==> config.mk <==
export PLATFORM = sky130hd
export DESIGN_NAME = gram_sdram_scheduler
export DESIGN_NICKNAME = d
export VERILOG_FILES = /design/src/rtl/gram_sdram_scheduler.sv
export SDC_FILE = /design/constraint.sdc
export NUM_CORES = 1
export LEC_CHECK = 0
export ABC_AREA = 1
export ABC_CLOCK_PERIOD_IN_PS = 2210
export BUFFER_PORTS_ARGS = -buffer_cell sky130_fd_sc_hd__buf_2
export CORE_MARGIN = 10
export CORE_UTILIZATION = 55
export CTS_BUF_LIST = sky130_fd_sc_hd__clkbuf_4 sky130_fd_sc_hd__clkbuf_8 sky130_fd_sc_hd__clkbuf_16
export CTS_CLUSTER_SIZE = 25
export DETAILED_ROUTE_END_ITERATION = 8
export MAX_ROUTING_LAYER = met4
export PLACE_DENSITY = 0.83
export SLEW_MARGIN = 10
export SYNTH_ARGS = -nofsm -noshare
export SYNTH_HDL_FRONTEND = slang
export SYNTH_SLANG_ARGS = --single-unit
export TNS_END_PERCENT = 50
==> constraint.sdc <==
create_clock -name clk -period 2.21 [get_ports clk]
set_clock_uncertainty 0.1 [all_clocks]
set_input_delay 0.1105 -clock clk [delete_from_list [all_inputs] [get_ports clk]]
set_output_delay 0.1105 -clock clk [all_outputs]
set_load 0.02 [all_outputs]
==> src/rtl/gram_sdram_scheduler.sv <==
// ---------------------------------------------------------------------------
// gram_sdram_scheduler
//
// Single-owner burst scheduler for the SDRAM frame-buffer core. It chooses
// between draining the camera input FIFO (write bursts) and filling the VGA
// output FIFO (read bursts). At most one burst is outstanding. It generates
// burst addresses and runs the per-frame bank ping-pong between the writer
// and the reader.
//
// Ports
//   clk            100 MHz SDRAM controller clock
//   rst_n          synchronous active-low reset
//   init_done      SDRAM initialisation complete
//   wr_level       input FIFO read-side used words
//   rd_level       output FIFO write-side used words
//   core_wr_busy   sdram_core write burst in progress
//   core_rd_busy   sdram_core read burst in progress
//   wr_request     one-cycle write burst request
//   rd_request     one-cycle read burst request
//   wr_addr        {wr_bank, wr_rowcol} of the current/next write burst
//   rd_addr        {rd_bank, rd_rowcol} of the current/next read burst
//   frame_wr_done  one-cycle pulse after the last write burst of a frame
//   frame_rd_done  one-cycle pulse after the last read burst of a frame
//   timeout_err    sticky: the core never raised busy after a request
// ---------------------------------------------------------------------------
module gram_sdram_scheduler #(
    parameter int BANK_WIDTH    = 2,
    parameter int ROWCOL_WIDTH  = 22,
    parameter int LEVEL_WIDTH   = 9,
    parameter int FIFO_DEPTH    = 512,
    parameter int BURST_LEN     = 256,
    parameter int BLK_PER_FRAME = 1200,
    parameter int RD_URGENT     = 64,
    parameter int BUSY_TIMEOUT  = 64
) (
    input  logic                               clk,
    input  logic                               rst_n,
    input  logic                               init_done,
    input  logic [LEVEL_WIDTH-1:0]             wr_level,
    input  logic [LEVEL_WIDTH-1:0]             rd_level,
    input  logic                               core_wr_busy,
    input  logic                               core_rd_busy,
    output logic                               wr_request,
    output logic                               rd_request,
    output logic [BANK_WIDTH+ROWCOL_WIDTH-1:0] wr_addr,
    output logic [BANK_WIDTH+ROWCOL_WIDTH-1:0] rd_addr,
    output logic                               frame_wr_done,
    output logic                               frame_rd_done,
    output logic                               timeout_err
);

    // Block counters are sized for the largest supported frame (8192 bursts).
    localparam int BLK_WIDTH   = 13;
    localparam int CNT_WIDTH   = $clog2(BUSY_TIMEOUT + 1);
    localparam int RD_MAX_I    = FIFO_DEPTH - BURST_LEN;
    localparam int BLK_LAST_I  = BLK_PER_FRAME - 1;
    localparam int CNT_LAST_I  = BUSY_TIMEOUT - 1;

    // Level thresholds are one bit wider than the levels so that a threshold
    // equal to FIFO_DEPTH cannot wrap.
    localparam logic [LEVEL_WIDTH:0]    WR_MIN      = BURST_LEN[LEVEL_WIDTH:0];
    localparam logic [LEVEL_WIDTH:0]    RD_MAX      = RD_MAX_I[LEVEL_WIDTH:0];
    localparam logic [LEVEL_WIDTH:0]    URGENT_LVL  = RD_URGENT[LEVEL_WIDTH:0];
    localparam logic [BLK_WIDTH-1:0]    BLK_LAST    = BLK_LAST_I[BLK_WIDTH-1:0];
    localparam logic [CNT_WIDTH-1:0]    CNT_LAST    = CNT_LAST_I[CNT_WIDTH-1:0];
    localparam logic [ROWCOL_WIDTH-1:0] ROWCOL_STEP = BURST_LEN[ROWCOL_WIDTH-1:0];

    localparam logic [3:0] S_IDLE         = 4'd0;
    localparam logic [3:0] S_ISSUE_WR     = 4'd1;
    localparam logic [3:0] S_WAIT_RISE_WR = 4'd2;
    localparam logic [3:0] S_WAIT_FALL_WR = 4'd3;
    localparam logic [3:0] S_DONE_WR      = 4'd4;
    localparam logic [3:0] S_ISSUE_RD     = 4'd5;
    localparam logic [3:0] S_WAIT_RISE_RD = 4'd6;
    localparam logic [3:0] S_WAIT_FALL_RD = 4'd7;
    localparam logic [3:0] S_DONE_RD      = 4'd8;

    logic [3:0]              state;
    logic                    last_grant_rd;
    logic [CNT_WIDTH-1:0]    wait_cnt;
    logic                    wr_busy_q;
    logic                    rd_busy_q;
    logic [BANK_WIDTH-1:0]   wr_bank;
    logic [BANK_WIDTH-1:0]   rd_bank;
    logic [ROWCOL_WIDTH-1:0] wr_rowcol;
    logic [ROWCOL_WIDTH-1:0] rd_rowcol;
    logic [BLK_WIDTH-1:0]    wr_blk;
    logic [BLK_WIDTH-1:0]    rd_blk;

    logic [LEVEL_WIDTH:0]    wr_lvl;
    logic [LEVEL_WIDTH:0]    rd_lvl;
    logic                    wr_ok;
    logic                    rd_ok;
    logic                    grant_wr;
    logic                    grant_rd;

    assign wr_lvl  = {1'b0, wr_level};
    assign rd_lvl  = {1'b0, rd_level};
    assign wr_addr = {wr_bank, wr_rowcol};
    assign rd_addr = {rd_bank, rd_rowcol};

    // Arbitration. An almost-empty output FIFO starves the display, so an
    // urgent read wins outright; otherwise contention is round-robin.
    always_comb begin
        // NOTE: every output of this block gets a default first so no path
        // leaves it unassigned, which would infer a latch.
        grant_wr = 1'b0;
        grant_rd = 1'b0;
        wr_ok    = init_done && (wr_lvl >= WR_MIN) && !core_wr_busy;
        rd_ok    = init_done && (rd_lvl <= RD_MAX) && !core_rd_busy;
        if (rd_ok && (rd_lvl < URGENT_LVL)) begin
            grant_rd = 1'b1;
        end else if (wr_ok && rd_ok) begin
            grant_wr = last_grant_rd;
            grant_rd = !last_grant_rd;
        end else if (wr_ok) begin
            grant_wr = 1'b1;
        end else if (rd_ok) begin
            grant_rd = 1'b1;
        end
    end

    // NOTE: all state below is updated with non-blocking assignments so every
    // register samples the values from before this clock edge.
    always_ff @(posedge clk) begin
        if (!rst_n) begin
            state         <= S_IDLE;
            last_grant_rd <= 1'b1;
            wait_cnt      <= '0;
            wr_busy_q     <= 1'b0;
            rd_busy_q     <= 1'b0;
            wr_bank       <= '0;
            rd_bank       <= '1;
            wr_rowcol     <= '0;
            rd_rowcol     <= '0;
            wr_blk        <= '0;
            rd_blk        <= '0;
            wr_request    <= 1'b0;
            rd_request    <= 1'b0;
            frame_wr_done <= 1'b0;
            frame_rd_done <= 1'b0;
            timeout_err   <= 1'b0;
        end else begin
            wr_request    <= 1'b0;
            rd_request    <= 1'b0;
            frame_wr_done <= 1'b0;
            frame_rd_done <= 1'b0;
            wr_busy_q     <= core_wr_busy;
            rd_busy_q     <= core_rd_busy;

            case (state)
                S_IDLE: begin
                    // The request register rises together with ISSUE so it is
                    // high for exactly the ISSUE cycle.
                    if (grant_wr) begin
                        wr_request <= 1'b1;
                        state      <= S_ISSUE_WR;
                    end else if (grant_rd) begin
                        rd_request <= 1'b1;
                        state      <= S_ISSUE_RD;
                    end
                end

                S_ISSUE_WR: begin
                    last_grant_rd <= 1'b0;
                    wait_cnt      <= '0;
                    state         <= S_WAIT_RISE_WR;
                end

                S_WAIT_RISE_WR: begin
                    if (core_wr_busy) begin
                        state <= S_WAIT_FALL_WR;
                    end else if (wait_cnt == CNT_LAST) begin
                        // The core ignored the request: give up on this burst
                        // and leave the address where it is so it is retried.
                        timeout_err <= 1'b1;
                        state       <= S_IDLE;
                    end else begin
                        wait_cnt <= wait_cnt + 1'b1;
                    end
                end

                S_WAIT_FALL_WR: begin
                    if (wr_busy_q && !core_wr_busy) begin
                        state <= S_DONE_WR;
                    end
                end

                S_DONE_WR: begin
                    if (wr_blk == BLK_LAST) begin
                        wr_blk        <= '0;
                        wr_rowcol     <= '0;
                        wr_bank       <= ~wr_bank;
                        frame_wr_done <= 1'b1;
                    end else begin
                        wr_blk    <= wr_blk + 1'b1;
                        wr_rowcol <= wr_rowcol + ROWCOL_STEP;
                    end
                    state <= S_IDLE;
                end

                S_ISSUE_RD: begin
                    last_grant_rd <= 1'b1;
                    wait_cnt      <= '0;
                    state         <= S_WAIT_RISE_RD;
                end

                S_WAIT_RISE_RD: begin
                    if (core_rd_busy) begin
                        state <= S_WAIT_FALL_RD;
                    end else if (wait_cnt == CNT_LAST) begin
                        timeout_err <= 1'b1;
                        state       <= S_IDLE;
                    end else begin
                        wait_cnt <= wait_cnt + 1'b1;
                    end
                end

                S_WAIT_FALL_RD: begin
                    if (rd_busy_q && !core_rd_busy) begin
                        state <= S_DONE_RD;
                    end
                end

                S_DONE_RD: begin
                    if (rd_blk == BLK_LAST) begin
                        rd_blk        <= '0;
                        rd_rowcol     <= '0;
                        frame_rd_done <= 1'b1;
                        // Follow the writer only once it has moved on to the
                        // other bank; otherwise replay the finished frame.
                        if (rd_bank == wr_bank) begin
                            rd_bank <= ~rd_bank;
                        end
                    end else begin
                        rd_blk    <= rd_blk + 1'b1;
                        rd_rowcol <= rd_rowcol + ROWCOL_STEP;
                    end
                    state <= S_IDLE;
                end

                default: state <= S_IDLE;
            endcase
        end
    end

endmodule

==> Word level (Yosys, flattened, before mapping) <==
Index checks and enable logic that the tools add are counted.
{ "word_totals": {"mem_count": 0, "ram_bits": 0, "mem_bits_ro": 0, "regBits": 93, "latchBits": 0} }
{ "op_classes": {"n_eq_ne": 17, "addsub": 5, "n_mul": 0, "muxes": 32, "shift": 0, "div_mod_pow": 0, "n_reduce_logical": 25, "magnitude_cmp": 3, "n_bitwise": 4} }
{ "ops": {"columns": ["cell", "count"], "rows": [
  ["$add A22 B9 Y22 const B", 2],
  ["$mux W22", 2],
  ["$mux W4", 7],
  ["$pmux W4 S7", 1],
  ["$add A13 B1 Y13 const B", 2],
  ["$eq A13 B11 Y1 const B", 2],
  ["$mux W13", 2],
  ["$mux W7", 3],
  ["$pmux W7 S3", 1],
  ["$eq A4 B3 Y1 const B", 4],
  ["$mux W1", 14],
  ["$reduce_and A3 Y1", 4],
  ["$ge A9 B9 Y1 const B", 1],
  ["$le A9 B9 Y1 const B", 1],
  ["$lt A9 B7 Y1 const B", 1],
  ["$eq A4 B2 Y1 const B", 2],
  ["$logic_and A1 B1 Y1", 8],
  ["$ne A2 B2 Y1 const B", 4],
  ["$reduce_and A2 Y1", 4],
  ["$add A7 B1 Y7 const B", 1],
  ["$eq A7 B6 Y1 const B", 1],
  ["$eq A4 B1 Y1 const B", 1],
  ["$eq A4 B4 Y1 const B", 1],
  ["$logic_not A4 Y1", 1],
  ["10 further kinds", 16]
]} }

==> Longest topological paths before layout <==
Gate-level depths: netlist (run 1).
{ "depth": {"depth_word": 10, "depth_mapped": 11, "depth_no_buf": 11} }

==> Least setup slack after synthesis (run 1) <==
No wires, ideal clock.
{ "synth_timing": {"kind": "register to register", "start": "register wr_rowcol[8]", "end": "register wr_rowcol[20]", "required_ns": 1.993, "path_stages_with_launch": 9, "setup_time_ns": 0.117, "arrival_ns": 1.440, "slack_ns": 0.554, "cell_sequence": "dfxtp_1 -> ha_1 -> nand2_1 -> nor3_1 -> nand3_2 -> nor2_2 -> nand4_1 -> nand2_1 -> nor2_1"} }
{ "synth_via": {"elab_chain_len": 2} }
{ "synth_rtl": {"columns": ["item", "line_no", "rtl"], "rows": [
  ["from (decl)", "85", "logic [ROWCOL_WIDTH-1:0] wr_rowcol;"],
  ["from (signal assigned)", "197", "wr_rowcol <= wr_rowcol + ROWCOL_STEP;"],
  ["$add A22 B9 Y22", "197", null],
  ["$mux W22", "190", "if (wr_blk == BLK_LAST) begin"]
]} }
No other way between the ends.
A chain may end at the register's enable or synchronous reset.

==> Worst setup path after layout (run 1) <==
{ "layout_timing": {"start": "register state[2]", "end": "register wr_rowcol[9]"} }
{ "layout_via": {"elab_chain_len": 1} }
{ "layout_rtl": {"columns": ["item", "line_no", "rtl"], "rows": [
  ["from (decl)", "78", "logic [3:0] state;"],
  ["from (signal assigned)", "127", "state <= S_IDLE;"],
  ["from (signal assigned)", "157", "state <= S_ISSUE_WR;"],
  ["from (signal assigned)", "160", "state <= S_ISSUE_RD;"],
  ["$eq A4 B3 Y1", "151", "case (state)"]
]} }
No other way between the ends.

==> results of run 1 <==
power by group through the flow:
stage | logic (mW) | clock network (mW) | registers (mW)
2_1_floorplan | 0.454 | 0 | 1.58
3_3_place_gp | 0.559 | 0 | 1.57
3_5_place_dp | 0.580 | 0 | 1.58
4_1_cts | 0.587 | 1.22 | 1.54
5_1_grt | 0.674 | 1.27 | 1.56
6_report | 0.589 | 1.20 | 1.54
final cells by class:
class,count,area [um^2]
fill,610,2380
multi-input combinational,410,2010
sequential,77,1540
timing repair buffer,60,330
inverter,69,259
clock buffer,12,159
tap,96,120
clock inverter,4,70.1
repair_timing:
item | CTS | global route
resized for setup | 0 | 0
hold buffers | 3 | 0
endpoints found under the hold margin | 4 | 0
final timing paths:
check / end / slack (ps) / cells after the start
max reg2reg: wr_rowcol[9] / 210 / 7
max: wr_rowcol[9] / 210 / 7
min reg2reg: wait_cnt[6] / 370 / 2
min: rd_request / 30 / 4
metal layers:
metal	vias to the layer above	GRT usage (%)	wire, um
met5	-	-	0
met4	0	7.65	154
met3	13	3.04	452
met2	88	27.7	4300
met1	1681	17.5	3890
li1	1898	-	-
placed cells by master (no fill, tap or decap), drive strengths merged, types with 3 or more instances in the layout:
master	synthesis	routed
dlygate4sd3	0	3
nor4	5	5
a21oi	28	28
clkbuf	2	12
nand2	117	117
ha	5	5
nand3	40	40
o21ai	14	14
xnor2	4	4
clkinv	1	3
inv	68	68
conb	1	16
nor3b	4	4
nor3	26	26
nand4	15	15
or2	3	3
dfxtp	77	77
nor2	111	111
buf	21	57
xor2	12	12
through the flow:
step / std cells / power [mW]
5_1_grt: 728 / 3.50
6_report: 728 / 3.33
3_3_place_gp: 709 / 2.13
3_5_place_dp: 709 / 2.16
4_1_cts: 728 / 3.35
2_1_floorplan: 579 / 2.04
sequential cells by signal (all words and copies together), names as in the netlist:
name           cells
rd_rowcol         14
wr_rowcol         14
rd_blk            13
wr_blk            13
wait_cnt           7
state              4
rd_bank            2
wr_bank            2
frame_rd_done      1
frame_wr_done      1
last_grant_rd      1
rd_busy_q          1
rd_request         1
timeout_err        1
wr_busy_q          1
wr_request         1
worst max-delay path, stage by stage (launching register included):
cell and delay [ps]:
dfxtp_1 330, inv_2 150, nor2_4 60, nand2_2 170
nor3_1 110, nor2_2 570, inv_2 230, nor3_1 200
cells in the mapped netlist, types with 2 or more instances:
cell type / n / area [um^2]
o21ai_0: 14 / 70.1
buf_6: 3 / 33.8
buf_2: 2 / 10.0
nand2_2: 3 / 18.8
o21bai_1: 2 / 15.0
nor2_1: 103 / 387
nor3b_1: 3 / 22.5
a21oi_1: 28 / 140
nand3b_1: 2 / 15.0
inv_1: 66 / 248
nor2_4: 4 / 45.0
nor4_1: 5 / 31.3
a31oi_1: 2 / 12.5
clkbuf_1: 2 / 7.51
buf_4: 16 / 120
dfxtp_1: 77 / 1540
xor2_1: 12 / 105
nor2_2: 4 / 25.0
xnor2_1: 4 / 35.0
ha_1: 5 / 62.6
nand3_2: 2 / 20.0
nand2_1: 114 / 428
inv_2: 2 / 7.51
or2_2: 2 / 12.5
nand3_1: 38 / 190
nor3_2: 2 / 20.0
nand4_1: 13 / 81.3
nor3_1: 24 / 120
kinds of logic after synthesis:
family / count (synthesis) / share of synthesized area, %
compound gates: 48 / 6.41
simple gates: 325 / 38.0
fa+ha+maj: 5 / 1.60
other cells: 1 / 0.0956
xor+xnor: 16 / 3.57
flops: 77 / 39.3
buf+inv: 92 / 11.0
==> reports/qor.txt, run 1 <==
outcome = finished clean
post-CTS setup buffers = 0
cts bufs inserted = 9
Sequential Power Share = 46.4%
Fin Hold WS = 32.6 ps
CTS clk-pin slew, worst paths = 80 ps
Layout area overhead = 14.4%
post-synthesis register bit count = 77
first-pass GRT wire length = 14700 um
chip width = 104 um
IO Pins = 76
initial antenna violation count = 0
# diodes = 0
crit start category = flop
post-DR wirelength/cell = 12.1 um
post-route setup TNS = 0 ps
final-report max-slew violation count = 0
drt pass-1 iters = 5
H-Tree Depth = 3
Syn Inst Count = 564
final worst path period need = 2000 ps
Max VDD drop = 504 uV
hold crit path type = in2reg
fraction of layout cells with a size suffix above 1 = 15.3%
Mapped Area = 3920 um^2
post-DP HPWL = 6560 um
period utilization = 90.4%
worst-path fanout max = 19
DR vias = 3680
Critical R2R Launch = state[2]
routed wire length = 8800 um
final setup margin = 213 ps
Leak = 2.05 nW
pin count of the biggest net entering global routing = 20
Hold Violations, Final = 0
Fmax = 501 MHz
final net count = 655
worst rel slew slack = 51.5%
max cap viols = 0
clock share of power = 36.0%
Final ANT Viol Nets = 0
Worst Setup SP = state[2]
dpl ws = 247 ps
row cnt = 30
sequential share of the synthesized area = 39.3%
CP Capture Type = flop
number of flops mapped to enable cells by yosys = 0
CTS Sinks = 77
die area = 10900 um^2
Yosys cell types = 38
RSZ-0062 raised after global routing = false
Initial Util = 57.1%
CP arrival = 2160 ps
internal power = 2.36 mW
syn_area_per_cell = 6.95 um^2
vias per cell = 5.05
hold_sp = rd_level[8]
DRT iter0 DRCs = 131
switching part of the total power = 29.0%
Main synth FF type = dfxtp_1
Comb pwr share = 17.7%
final instance area = 4490 um^2
PwrDens = 742 nW/um^2
WP data required = 2370 ps
GR Util All Layers = 16.1%
Finished Core Util = 65.3%
yosys warns = 0
CTS tree = built
setup violators final = 0
IO Port Bufs = 51
Worst-Margin Slew = 727 ps
core box area = 6870 um^2
number of global-route vias before repair = 3494
Routability Congestion = 0.841
sw power = 0.965 mW
share of flip-flops with an asynchronous set or reset = 0%
Longest Clk Path Bufs = 2
CTS Root Cell = clkbuf_8
Residual DRC = 0
Die H = 104 um
Worst-Skew Late Latency = 340 ps
Crit Path Class = reg2reg
Placed Instance Area = 4230 um^2
total gr overflow = 0
Power figures use the tool's default switching activity.
==> run 2, diff against run 1 <==
--- a/config.mk
+++ b/config.mk
@@ -9,12 +9,12 @@
 export ABC_CLOCK_PERIOD_IN_PS = 2210
 export BUFFER_PORTS_ARGS = -buffer_cell sky130_fd_sc_hd__buf_2
 export CORE_MARGIN = 10
-export CORE_UTILIZATION = 55
+export CORE_UTILIZATION = 30
 export CTS_BUF_LIST = sky130_fd_sc_hd__clkbuf_4 sky130_fd_sc_hd__clkbuf_8 sky130_fd_sc_hd__clkbuf_16
 export CTS_CLUSTER_SIZE = 25
 export DETAILED_ROUTE_END_ITERATION = 8
 export MAX_ROUTING_LAYER = met4
-export PLACE_DENSITY = 0.83
+export PLACE_DENSITY = 0.53
 export SLEW_MARGIN = 10
 export SYNTH_ARGS = -nofsm -noshare
 export SYNTH_HDL_FRONTEND = slang
==> reports/qor.txt, run 2 (synthesized netlist as in run 1, its figures left out) <==
hold crit path type = in2reg
Final ANT Viol Nets = 0 (unchanged)
IO Pins = 76 (unchanged)
Routability Congestion = 0.820 (-2.5%)
DRT iter0 DRCs = 167 (+27%)
Fmax = 534 MHz (+6.5%)
RSZ-0062 raised after global routing = false
Longest Clk Path Bufs = 2 (unchanged)
max cap viols = 0 (unchanged)
DR vias = 3538 (-3.9%)
number of global-route vias before repair = 3288 (-5.9%)
Layout area overhead = 18.9%
WHS Endpoint = rd_bank[1]
total power = 3.62 mW (+8.8%)
H-Tree Depth = 3 (unchanged)
cells on worst reg2reg path = 6 (-1)
# diodes = 0 (unchanged)
Worst-Margin Slew = 709 ps (-17.9 ps)
commonest non-fill, non-tap cell in the layout = nand2_1
Critical R2R Launch = wr_blk[0]
initial antenna violation count = 0 (unchanged)
outcome = finished clean
hold_sp = rst_n
terminus of the critical flop-to-flop path = wr_blk[1]
drt pass-1 iters = 4 (-1)
Worst-Skew Late Latency = 330 ps (about the same)
CTS Sinks = 77 (unchanged)
CP Capture Type = flop
routed wire length = 9130 um (+3.7%)
pin count of the biggest net entering global routing = 20 (unchanged)
worst rel slew slack = 52.7% (+1.2 points)
die area = 18000 um^2 (+65%)
crit start category = flop
post-CTS sizing = 0 (unchanged)
Hold Violations, Final = 0 (unchanged)
final-report max-slew violation count = 0 (unchanged)
final net count = 656 (+0.15%)
biggest regs = rd_rowcol x14, wr_rowcol x14
CTS Root Cell = clkbuf_16
Worst Hold Depth = 2 (-2)
CTS Hold Bufs = 2 (-1)
most frequent cells in the layout = 114 x nand2_1, 103 x nor2_1, 77 x dfxtp_1
fraction of layout cells with a size suffix above 1 = 15.5% (+0.16 points)
Crit Path Class = reg2reg
post-route setup TNS = 0 ps (unchanged)
setup violators final = 0 (unchanged)
final worst path period need = 1870 ps (-123 ps)
Die H = 134 um (+29%)
Leak = 2.08 nW (+1.5%)
IO Port Bufs = 51 (unchanged)
vias per cell = 4.40 (-13%)
cts bufs inserted = 9 (unchanged)
WP data required = 2360 ps (about the same)
total gr overflow = 0 (unchanged)
Initial Util = 30.8% (-26 points)
post-DR wirelength/cell = 11.4 um (-6.1%)
GR Util All Layers = 10.4% (-5.7 points)
core box area = 12700 um^2 (+85%)
PwrDens = 777 nW/um^2 (+4.7%)
period utilization = 84.8% (-5.6 points)
Fin Hold WS = 19.0 ps (-13.6 ps)
post-DP HPWL = 6920 um (+5.4%)
Residual DRC = 0 (unchanged)
CP arrival = 2020 ps (-140 ps)
Max VDD drop = 395 uV (-21%)
first-pass GRT wire length = 15400 um (+4.3%)
post-CTS setup buffers = 0 (unchanged)
chip width = 134 um (+29%)
row cnt = 41 (+37%)
CTS tree = built
worst-path fanout max = 19 (unchanged)
CTS clk-pin slew, worst paths = 60 ps (-20 ps)
R2R setup slack = 340 ps (+120 ps)
run 2: cell count changes in the layout (fill, tap and decap cells not counted):
cell / before / now
bufinv_16: 2 / 1
clkinvlp_4: 0 / 2
clkbuf_8: 11 / 2
clkbuf_16: 0 / 9
clkinv_2: 2 / 0
dlygate4sd3_1: 3 / 2
buf_4: 6 / 8
run 2: final cells by class:
cell class / instances / area [um^2]
clock buffer: 12 / 260
clock inverter: 3 / 45.0
fill: 1385 / 8060
inverter: 69 / 259
multi-input combinational: 410 / 2010
sequential: 77 / 1540
tap: 172 / 215
timing repair buffer: 61 / 335
run 2: how the worst max path moves through the flow:
| stage | end | cells after the start | from | slack (ps) |
|---|---|---|---|---|
| global route | wr_rowcol[9] | 6 | wr_blk[0] | 160 |
| detailed placement | wr_rowcol[9] | 6 | wr_blk[0] | 300 |
| global placement | wr_blk[3] | 6 | wr_blk[0] | 330 |
| floorplan | wr_rowcol[20] | 8 | wr_rowcol[8] | 550 |
| CTS | wr_rowcol[9] | 6 | wr_blk[0] | 270 |
| finish | wr_blk[1] | 6 | wr_blk[0] | 340 |
run 2: metrics by stage:
step | setup slack [ps] | std cells | instance area [um^2] | util [%]
final | 336 | 804 | 4660 | 36.6
after global routing | 158 | 804 | 4660 | 36.6
after CTS | 265 | 804 | 4660 | 36.6
after detailed placement | 301 | 787 | 4340 | 34.1
after global placement | 326 | 787 | 4340 | 34.1
after floorplan | 554 | 579 | 3980 | -
run 2: routing by layer:
| metal | vias up | global-route usage [%] | wire (um) |
|---|---|---|---|
| met3 | 9 | 2.58 | 370 |
| met4 | 0 | 4.59 | 107 |
| met1 | 1575 | 12.1 | 4370 |
| met2 | 47 | 16.5 | 4280 |
| li1 | 1907 | - | - |
| met5 | - | - | 0 |
run 2: critical path, stage by stage, from the launching register on:
cell and delay [ps]:
dfxtp_1 330, ha_1 220, nand4_1 90, nor3_1 70, nor2_2 550, inv_2 230, nor3_1 190
run 2: where the power goes:
part / internal, mW / total (mW) / switching, mW / leakage (nW)
combinational: 0.189 / 0.580 / 0.391 / 1.31
sequential: 1.47 / 1.54 / 0.0753 / 0.622
clock: 0.942 / 1.50 / 0.555 / 0.144
